==> src/rtl/jtag_host_shifter.sv <==
// -----------------------------------------------------------------------------
// jtag_host_shifter
//
// Host-side JTAG sequencer. It accepts high-level commands (TAP reset, IR scan,
// DR scan, idle clocks) and turns them into TMS/TDI bit streams. TDO bits seen
// while the target is in SHIFT_DR/SHIFT_IR are collected into a response word.
// The host keeps a mirror of the target TAP state, advanced on every posedge
// from the TMS value it presented.
//
// Optional build macro: JTAG_HOST_RTI_PAD_EN
//   When defined, every IR/DR scan ends with two extra TMS=0 edges in
//   RUN_TEST_IDLE before the response. This gives the target time to act on an
//   UPDATE side effect.
//
// Ports
//   tck        TAP clock. State changes on posedge; TMS/TDI change on negedge.
//   trstn      asynchronous active-low reset
//   cmd_valid  command request (must be held until accepted)
//   cmd_ready  idle in RUN_TEST_IDLE and able to accept a command
//   cmd_op     0=TAP_RESET 1=IR_SCAN 2=DR_SCAN 3=IDLE_CLKS
//   cmd_len    scan length in bits, or idle-cycle count
//   cmd_wdata  TDI data, LSB shifted first
//   rsp_valid  one-cycle completion pulse
//   rsp_err    illegal scan length (qualified by rsp_valid)
//   rsp_rdata  captured TDO bits, LSB = first sample; held between responses
//   tdo        TDO from the target
//   tms, tdi   to the target
//   tap_state  mirrored target TAP state
// -----------------------------------------------------------------------------
package jtag_host_shifter_pkg;
  typedef enum logic [3:0] {
    TEST_LOGIC_RESET = 4'd0,
    RUN_TEST_IDLE    = 4'd1,
    SELECT_DR_SCAN   = 4'd2,
    CAPTURE_DR       = 4'd3,
    SHIFT_DR         = 4'd4,
    EXIT1_DR         = 4'd5,
    PAUSE_DR         = 4'd6,
    EXIT2_DR         = 4'd7,
    UPDATE_DR        = 4'd8,
    SELECT_IR_SCAN   = 4'd9,
    CAPTURE_IR       = 4'd10,
    SHIFT_IR         = 4'd11,
    EXIT1_IR         = 4'd12,
    PAUSE_IR         = 4'd13,
    EXIT2_IR         = 4'd14,
    UPDATE_IR        = 4'd15
  } tap_ctrl_fsm_t;

  localparam logic [1:0] OP_TAP_RESET = 2'd0;
  localparam logic [1:0] OP_IR_SCAN   = 2'd1;
  localparam logic [1:0] OP_DR_SCAN   = 2'd2;
  localparam logic [1:0] OP_IDLE_CLKS = 2'd3;
endpackage

module jtag_host_shifter
  import jtag_host_shifter_pkg::*;
#(
  parameter int MAX_LEN = 64,
  parameter int LEN_W   = $clog2(MAX_LEN + 1)
) (
  input  logic               tck,
  input  logic               trstn,
  input  logic               cmd_valid,
  output logic               cmd_ready,
  input  logic [1:0]         cmd_op,
  input  logic [LEN_W-1:0]   cmd_len,
  input  logic [MAX_LEN-1:0] cmd_wdata,
  output logic               rsp_valid,
  output logic               rsp_err,
  output logic [MAX_LEN-1:0] rsp_rdata,
  input  logic               tdo,
  output logic               tms,
  output logic               tdi,
  output tap_ctrl_fsm_t      tap_state
);

  // One extra bit over LEN_W so a maximal scan plus its framing edges fits.
  localparam int CNT_W = LEN_W + 1;
`ifdef JTAG_HOST_RTI_PAD_EN
  localparam int PAD = 2;
`else
  localparam int PAD = 0;
`endif

  typedef enum logic [1:0] {SQ_INIT, SQ_IDLE, SQ_BUSY} seq_t;

  seq_t               seq_q, seq_d;
  logic [1:0]         op_q, op_d;
  logic [LEN_W-1:0]   len_q, len_d;
  logic [CNT_W-1:0]   cnt_q, cnt_d, total_q, total_d, cmd_total;
  logic [MAX_LEN-1:0] tx_q, tx_d, rx_q, rx_d, mask_q, mask_d;
  logic               rsp_valid_q, rsp_valid_d, rsp_err_q, rsp_err_d;
  logic [MAX_LEN-1:0] rsp_rdata_q, rsp_rdata_d;
  tap_ctrl_fsm_t      tap_q;
  logic               tms_q, tdi_q, tms_d, tdi_d;
  logic               is_scan, len_bad, shifting;

  // Standard 16-state TAP transition.
  function automatic tap_ctrl_fsm_t tap_next(input tap_ctrl_fsm_t s, input logic m);
    tap_ctrl_fsm_t n;
    case (s)
      TEST_LOGIC_RESET: n = m ? TEST_LOGIC_RESET : RUN_TEST_IDLE;
      RUN_TEST_IDLE:    n = m ? SELECT_DR_SCAN   : RUN_TEST_IDLE;
      SELECT_DR_SCAN:   n = m ? SELECT_IR_SCAN   : CAPTURE_DR;
      CAPTURE_DR:       n = m ? EXIT1_DR         : SHIFT_DR;
      SHIFT_DR:         n = m ? EXIT1_DR         : SHIFT_DR;
      EXIT1_DR:         n = m ? UPDATE_DR        : PAUSE_DR;
      PAUSE_DR:         n = m ? EXIT2_DR         : PAUSE_DR;
      EXIT2_DR:         n = m ? UPDATE_DR        : SHIFT_DR;
      UPDATE_DR:        n = m ? SELECT_DR_SCAN   : RUN_TEST_IDLE;
      SELECT_IR_SCAN:   n = m ? TEST_LOGIC_RESET : CAPTURE_IR;
      CAPTURE_IR:       n = m ? EXIT1_IR         : SHIFT_IR;
      SHIFT_IR:         n = m ? EXIT1_IR         : SHIFT_IR;
      EXIT1_IR:         n = m ? UPDATE_IR        : PAUSE_IR;
      PAUSE_IR:         n = m ? EXIT2_IR         : PAUSE_IR;
      EXIT2_IR:         n = m ? UPDATE_IR        : SHIFT_IR;
      UPDATE_IR:        n = m ? SELECT_DR_SCAN   : RUN_TEST_IDLE;
      default:          n = TEST_LOGIC_RESET;
    endcase
    return n;
  endfunction

  // TMS for edge index e of a command. Scans: preamble (DR 1,0,0 / IR 1,1,0,0),
  // len shift edges with TMS=1 on the last, then 1 (UPDATE), then 0s (RTI/pad).
  function automatic logic seq_tms(input logic [1:0] op, input logic [LEN_W-1:0] len,
                                   input logic [CNT_W-1:0] e);
    logic [CNT_W-1:0] pre, shend;
    logic             b;
    pre   = (op == OP_IR_SCAN) ? CNT_W'(4) : CNT_W'(3);
    shend = pre + CNT_W'(len);
    case (op)
      OP_TAP_RESET: b = (e < CNT_W'(5));
      OP_IDLE_CLKS: b = 1'b0;
      default: begin
        if (e < pre)        b = (op == OP_IR_SCAN) ? (e < CNT_W'(2)) : (e == '0);
        else if (e < shend) b = (e == shend - CNT_W'(1));
        else                b = (e == shend);
      end
    endcase
    return b;
  endfunction

  assign is_scan  = (cmd_op == OP_IR_SCAN) || (cmd_op == OP_DR_SCAN);
  assign len_bad  = (cmd_len == '0) || (cmd_len > LEN_W'(MAX_LEN));
  // The mirror holds the state before the coming edge, so this marks shift edges.
  assign shifting = (tap_q == SHIFT_DR) || (tap_q == SHIFT_IR);

  always_comb begin
    case (cmd_op)
      OP_TAP_RESET: cmd_total = CNT_W'(6);
      OP_IR_SCAN:   cmd_total = CNT_W'(cmd_len) + CNT_W'(6 + PAD);
      OP_DR_SCAN:   cmd_total = CNT_W'(cmd_len) + CNT_W'(5 + PAD);
      default:      cmd_total = CNT_W'(cmd_len);
    endcase
  end

  always_comb begin
    seq_d       = seq_q;
    op_d        = op_q;
    len_d       = len_q;
    cnt_d       = cnt_q;
    total_d     = total_q;
    tx_d        = tx_q;
    rx_d        = rx_q;
    mask_d      = mask_q;
    rsp_valid_d = 1'b0;
    rsp_err_d   = 1'b0;
    rsp_rdata_d = rsp_rdata_q;
    tms_d       = 1'b0;
    tdi_d       = 1'b0;
    case (seq_q)
      SQ_INIT: begin
        // TMS=0 walks the mirror out of TEST_LOGIC_RESET; ready the cycle after.
        if (tap_q == RUN_TEST_IDLE) seq_d = SQ_IDLE;
      end
      SQ_IDLE: begin
        if (cmd_valid) begin
          if (is_scan && len_bad) begin
            rsp_valid_d = 1'b1;
            rsp_err_d   = 1'b1;
          end else if (cmd_total == '0) begin
            rsp_valid_d = 1'b1;
            rsp_rdata_d = '0;
          end else begin
            seq_d   = SQ_BUSY;
            op_d    = cmd_op;
            len_d   = cmd_len;
            cnt_d   = '0;
            total_d = cmd_total;
            tx_d    = cmd_wdata;
            rx_d    = '0;
            mask_d  = MAX_LEN'(1);
          end
        end
      end
      SQ_BUSY: begin
        tms_d = seq_tms(op_q, len_q, cnt_q);
        if (shifting) begin
          tdi_d  = tx_q[0];
          tx_d   = tx_q >> 1;
          mask_d = mask_q << 1;
          if (tdo) rx_d = rx_q | mask_q;
        end
        cnt_d = cnt_q + CNT_W'(1);
        if (cnt_q == total_q - CNT_W'(1)) begin
          seq_d       = SQ_IDLE;
          rsp_valid_d = 1'b1;
          rsp_rdata_d = rx_d;
        end
      end
      default: seq_d = SQ_INIT;
    endcase
  end

  always_ff @(posedge tck or negedge trstn) begin
    if (!trstn) begin
      seq_q       <= SQ_INIT;
      op_q        <= OP_TAP_RESET;
      len_q       <= '0;
      cnt_q       <= '0;
      total_q     <= '0;
      tx_q        <= '0;
      rx_q        <= '0;
      mask_q      <= '0;
      rsp_valid_q <= 1'b0;
      rsp_err_q   <= 1'b0;
      rsp_rdata_q <= '0;
      tap_q       <= TEST_LOGIC_RESET;
    end else begin
      seq_q       <= seq_d;
      op_q        <= op_d;
      len_q       <= len_d;
      cnt_q       <= cnt_d;
      total_q     <= total_d;
      tx_q        <= tx_d;
      rx_q        <= rx_d;
      mask_q      <= mask_d;
      rsp_valid_q <= rsp_valid_d;
      rsp_err_q   <= rsp_err_d;
      rsp_rdata_q <= rsp_rdata_d;
      tap_q       <= tap_next(tap_q, tms_q);
    end
  end

  // Negedge presentation: the target samples each bit on the following posedge.
  always_ff @(negedge tck or negedge trstn) begin
    if (!trstn) begin
      tms_q <= 1'b1;
      tdi_q <= 1'b0;
    end else begin
      tms_q <= tms_d;
      tdi_q <= tdi_d;
    end
  end

  assign cmd_ready = (seq_q == SQ_IDLE);
  assign rsp_valid = rsp_valid_q;
  assign rsp_err   = rsp_err_q;
  assign rsp_rdata = rsp_rdata_q;
  assign tms       = tms_q;
  assign tdi       = tdi_q;
  assign tap_state = tap_q;

endmodule

==> config.mk <==
export PLATFORM = sky130hd
export DESIGN_NAME = jtag_host_shifter
export DESIGN_NICKNAME = d
export VERILOG_FILES = /design/src/rtl/jtag_host_shifter.sv
export SDC_FILE = /design/constraint.sdc
export NUM_CORES = 1
export LEC_CHECK = 0
export ABC_CLOCK_PERIOD_IN_PS = 11000
export CAP_MARGIN = 20
export CORE_MARGIN = 2
export CORE_UTILIZATION = 63
export CTS_BUF_LIST = sky130_fd_sc_hd__clkbuf_4
export CTS_CLUSTER_DIAMETER = 100
export CTS_CLUSTER_SIZE = 30
export DETAILED_ROUTE_END_ITERATION = 10
export PLACE_DENSITY_LB_ADDON = 0.05
export SLEW_MARGIN = 20
export SYNTH_ARGS = -nofsm -noshare
export SYNTH_HDL_FRONTEND = slang
export SYNTH_SLANG_ARGS = --single-unit
export TNS_END_PERCENT = 30
==> constraint.sdc <==
create_clock -name tck -period 11 [get_ports tck]
set_clock_uncertainty 0.1 [all_clocks]
set_input_delay 1.1 -clock tck [delete_from_list [all_inputs] [get_ports tck]]
set_output_delay 1.1 -clock tck [all_outputs]
set_load 0.005 [all_outputs]
==> flow_metrics.py <==
metrics = {
    "outcome": {
        "outcome": "finished clean",
    },
    "setup_path": {
        "ff2ff_path_depth": 13,
        "rr_endpoint": "tms$_DFF_NN1_",
        "r2r-start": "op_q[1]$_DFFE_PN0P_",
        "cp_max_fo": 8,
        "worstPathArrival_ns": 4.50,
        "cp-start-kind": "register",
        "worst_setup_path_end_kind": "register",
        "worstSetupPathType": "reg2reg",
        "cp.required_ns": 6.04,
        "reg2reg_slack_ns": 1.54,
    },
    "synth": {
        "synth_top_cell_by_area": "dfrtp_1",
        "synthCells": 1238,
        "ys_top_cells_by_count": "dfrtp_1, nand2_1, o21ai_0",
        "synth_warnings": 0,
        "synth_nets": 1344,
        "synth_top_area_share_pct": 54.23,
        "synth-edff-count": 0,
        "post-synth-top-count-cell": "dfrtp_1",
        "synth-seq-area-share_pct": 54.62,
        "synth_async_sr_flop_share_pct": 100.0,
        "syn_avg_cell_area_um2": 10.77,
        "ys_ff_latch": 291,
        "ys.flop_type": "dfrtp_1",
        "ys_types": 68,
        "synth_area_mm2": 0.01334,
        "synthTopCellsByArea": "dfrtp_1, a22o_1, o21ai_0",
    },
    "floorplanning": {
        "rows": 53,
        "core_mm2": 0.02089,
        "fp.dieW_um": 149.5,
        "ios": 150,
        "die_area_mm2": 0.02235,
        "dieHeight_um": 149.5,
        "start_util_pct": 63.84,
    },
    "grt": {
        "grt_max_degree": 188,
        "grt_usage_pct": 25.75,
        "grt_pass1_wl_um": 47290,
        "grt_pass1_vias": 9427,
        "antenna_found_initial": 1,
        "grt.overflow.total": 0,
    },
    "timing": {
        "holdWs_ns": 0.2940,
        "finalSetupViolCount": 0,
        "relSlewSlack_pct": 28.10,
        "drv_slew": 0,
        "tightest_slew_ns": 1.074,
        "rsz0062_at_grt": "false",
        "finalSetupTns_ns": 0,
        "finalHoldViolCount": 0,
    },
    "placement": {
        "routabilityCongestion": 0.8341,
        "dpl.hpwl_um": 17540,
        "portBuffers": 149,
    },
    "job": {
        "max_cap_violations": 0,
    },
    "power": {
        "seq_power_share_pct": 48.8,
        "pwr-share-comb_pct": 38.0,
        "leakagePower_nw": 6.503,
        "switching_power_mw": 1.096,
        "ir_worst_vdd_mv": 0.1593,
        "p_int_mw": 1.743,
        "power_density_mw_per_mm2": 188.2,
        "p_clk_share_pct": 13.2,
        "netSwitchingFraction_pct": 38.61,
    },
    "routing": {
        "ant_nets": 0,
        "vias": 9695,
        "avgRoutedWirePerCell_um": 17.63,
        "drt-total-wl_um": 28160,
        "drtPass1Iterations": 5,
        "drt_iter0_drc": 676,
        "via_per_inst": 6.071,
        "drc": 0,
    },
    "hold_path": {
        "hp-class": "in2async",
    },
    "clock_tree": {
        "clk_pin_slew_ns": 0.30,
        "cts_num_sinks": 291,
        "hold_buffers": 0,
        "post_cts_resized": 0,
        "cts_inserted_buffers": 13,
        "h-tree-depth": 1,
        "tritoncts": "done",
        "cts_setup_buffers": 0,
        "cts_buffer_depth": 3,
        "clk_latency_ns": 0.68,
        "cts_root_buf": "clkbuf_4",
    },
    "cells_and_area": {
        "final_layout_size_suffix_gt1_share_pct": 4.318,
        "syn_to_final_growth_pct": 13.13,
        "fin_nets": 1423,
    },
}
[flip-flops by register name (all words and copies together), names as in the netlist]
signal,cells
len_q,7
tdi,1
tap_state,4
total_q,8
rsp_err,1
mask_q,64
rsp_rdata,64
rsp_valid,1
op_q,2
tms,1
cnt_q,8
rx_q,64
seq_q,2
tx_q,64
[layout by cell type, fill, tap and decap left out, types with 3 or more instances in the layout]
cell             synthesis  layout
a211o_1                  3       3
a211oi_1                 3       3
a21oi_1                 18      18
a22o_1                 127     127
a22oi_1                 66      66
a31o_2                   3       3
a31oi_1                  5       4
and2_1                   4       4
and3_1                   5       5
and4_1                   3       3
buf_4                    0       9
clkbuf_4                 0      17
clkdlybuf4s50_1          0     148
dfrtp_1                289     289
ha_1                    29      28
inv_1                   31      31
mux2_2                   9       9
mux2i_1                 67      67
nand2_1                161     160
nand2b_1                 5       5
nand3_1                 11      11
nand4_1                  6       6
nor2_1                  22      20
nor2b_1                  5       5
nor3_1                  10      10
o2111ai_1                3       3
o211ai_1                 8       8
o21a_1                   5       5
o21ai_0                138     138
o21ai_1                 20      20
o221ai_1                 3       3
o22ai_1                  4       4
o31ai_1                  4       4
or3_1                    4       4
or4_1                    4       4
xnor2_1                 18      18
xor2_1                  10      10
[worst max-delay path by stage]
stage                   startpoint             to  cells after the start
2_1_floorplan  op_q[1]$_DFFE_PN0P_  tms$_DFF_NN1_                     14
3_3_place_gp   op_q[1]$_DFFE_PN0P_  tms$_DFF_NN1_                     13
3_5_place_dp   op_q[1]$_DFFE_PN0P_  tms$_DFF_NN1_                     13
4_1_cts        op_q[1]$_DFFE_PN0P_  tms$_DFF_NN1_                     13
5_1_grt        op_q[1]$_DFFE_PN0P_  tms$_DFF_NN1_                     13
6_report       op_q[1]$_DFFE_PN0P_  tms$_DFF_NN1_                     13
[critical path, cell delays in order, from the launching register on]
cell,delay [ns]
dfrtp_1,0.44
inv_1,0.12
ha_1,0.34
inv_1,0.17
ha_1,0.25
ha_1,0.23
or3b_2,0.45
o211ai_1,0.12
xor2_1,0.52
xnor2_1,0.16
or4_1,0.52
a211oi_1,0.23
o21ba_2,0.16
a211o_1,0.11
[final cells by class]
type | count | area (um^2)
timing repair buffer | 160 | 1604
tap | 275 | 344.1
fill | 1608 | 5803
clock buffer | 17 | 127.6
multi-input combinational | 820 | 5594
sequential | 291 | 7283
inverter | 30 | 112.6
clock inverter | 2 | 15.01
antenna | 2 | 5.005
[kinds of logic after synthesis]
group,after synthesis,share of synthesized area [%]
adder cells (fa/ha/maj),29,2.721
multiplexers,76,5.789
buffers and inverters,127,3.866
flip-flops,291,54.62
AND/OR/NAND/NOR,254,8.623
XOR/XNOR,28,1.839
AO/OA/AOI/OAI,433,22.55
[routing by layer]
layer  vias up  share of wire (%)  track usage (%)
met5         -                  0                0
met4         0                2.5            7.429
met3        47                5.2            4.177
met2       233                 47            40.83
met1      4761                 45            37.14
li1       4654                  -                -
[power by group through the flow]
stage / logic, mW / registers [mW] / clock network [mW]
finish: 1.08 / 1.39 / 0.375
CTS: 1.08 / 1.38 / 0.387
detailed placement: 1.08 / 1.40 / 0.00114
floorplan: 0.859 / 1.34 / 0.00114
global placement: 1.04 / 1.40 / 0.00114
global route: 1.22 / 1.41 / 0.428
[metrics by stage]
step	worst slack, ns	utilization (%)	area (um^2)	cells	power (mW)
detailed placement	1.663	71.43	14920	1576	2.481
global placement	1.830	71.43	14920	1576	2.434
finish	1.538	72.22	15090	1597	2.838
floorplan	1.990	-	13340	1238	2.200
global route	1.353	72.22	15090	1597	3.065
CTS	1.589	72.10	15060	1594	2.849
No activity file was read; power rests on OpenSTA's default activity.
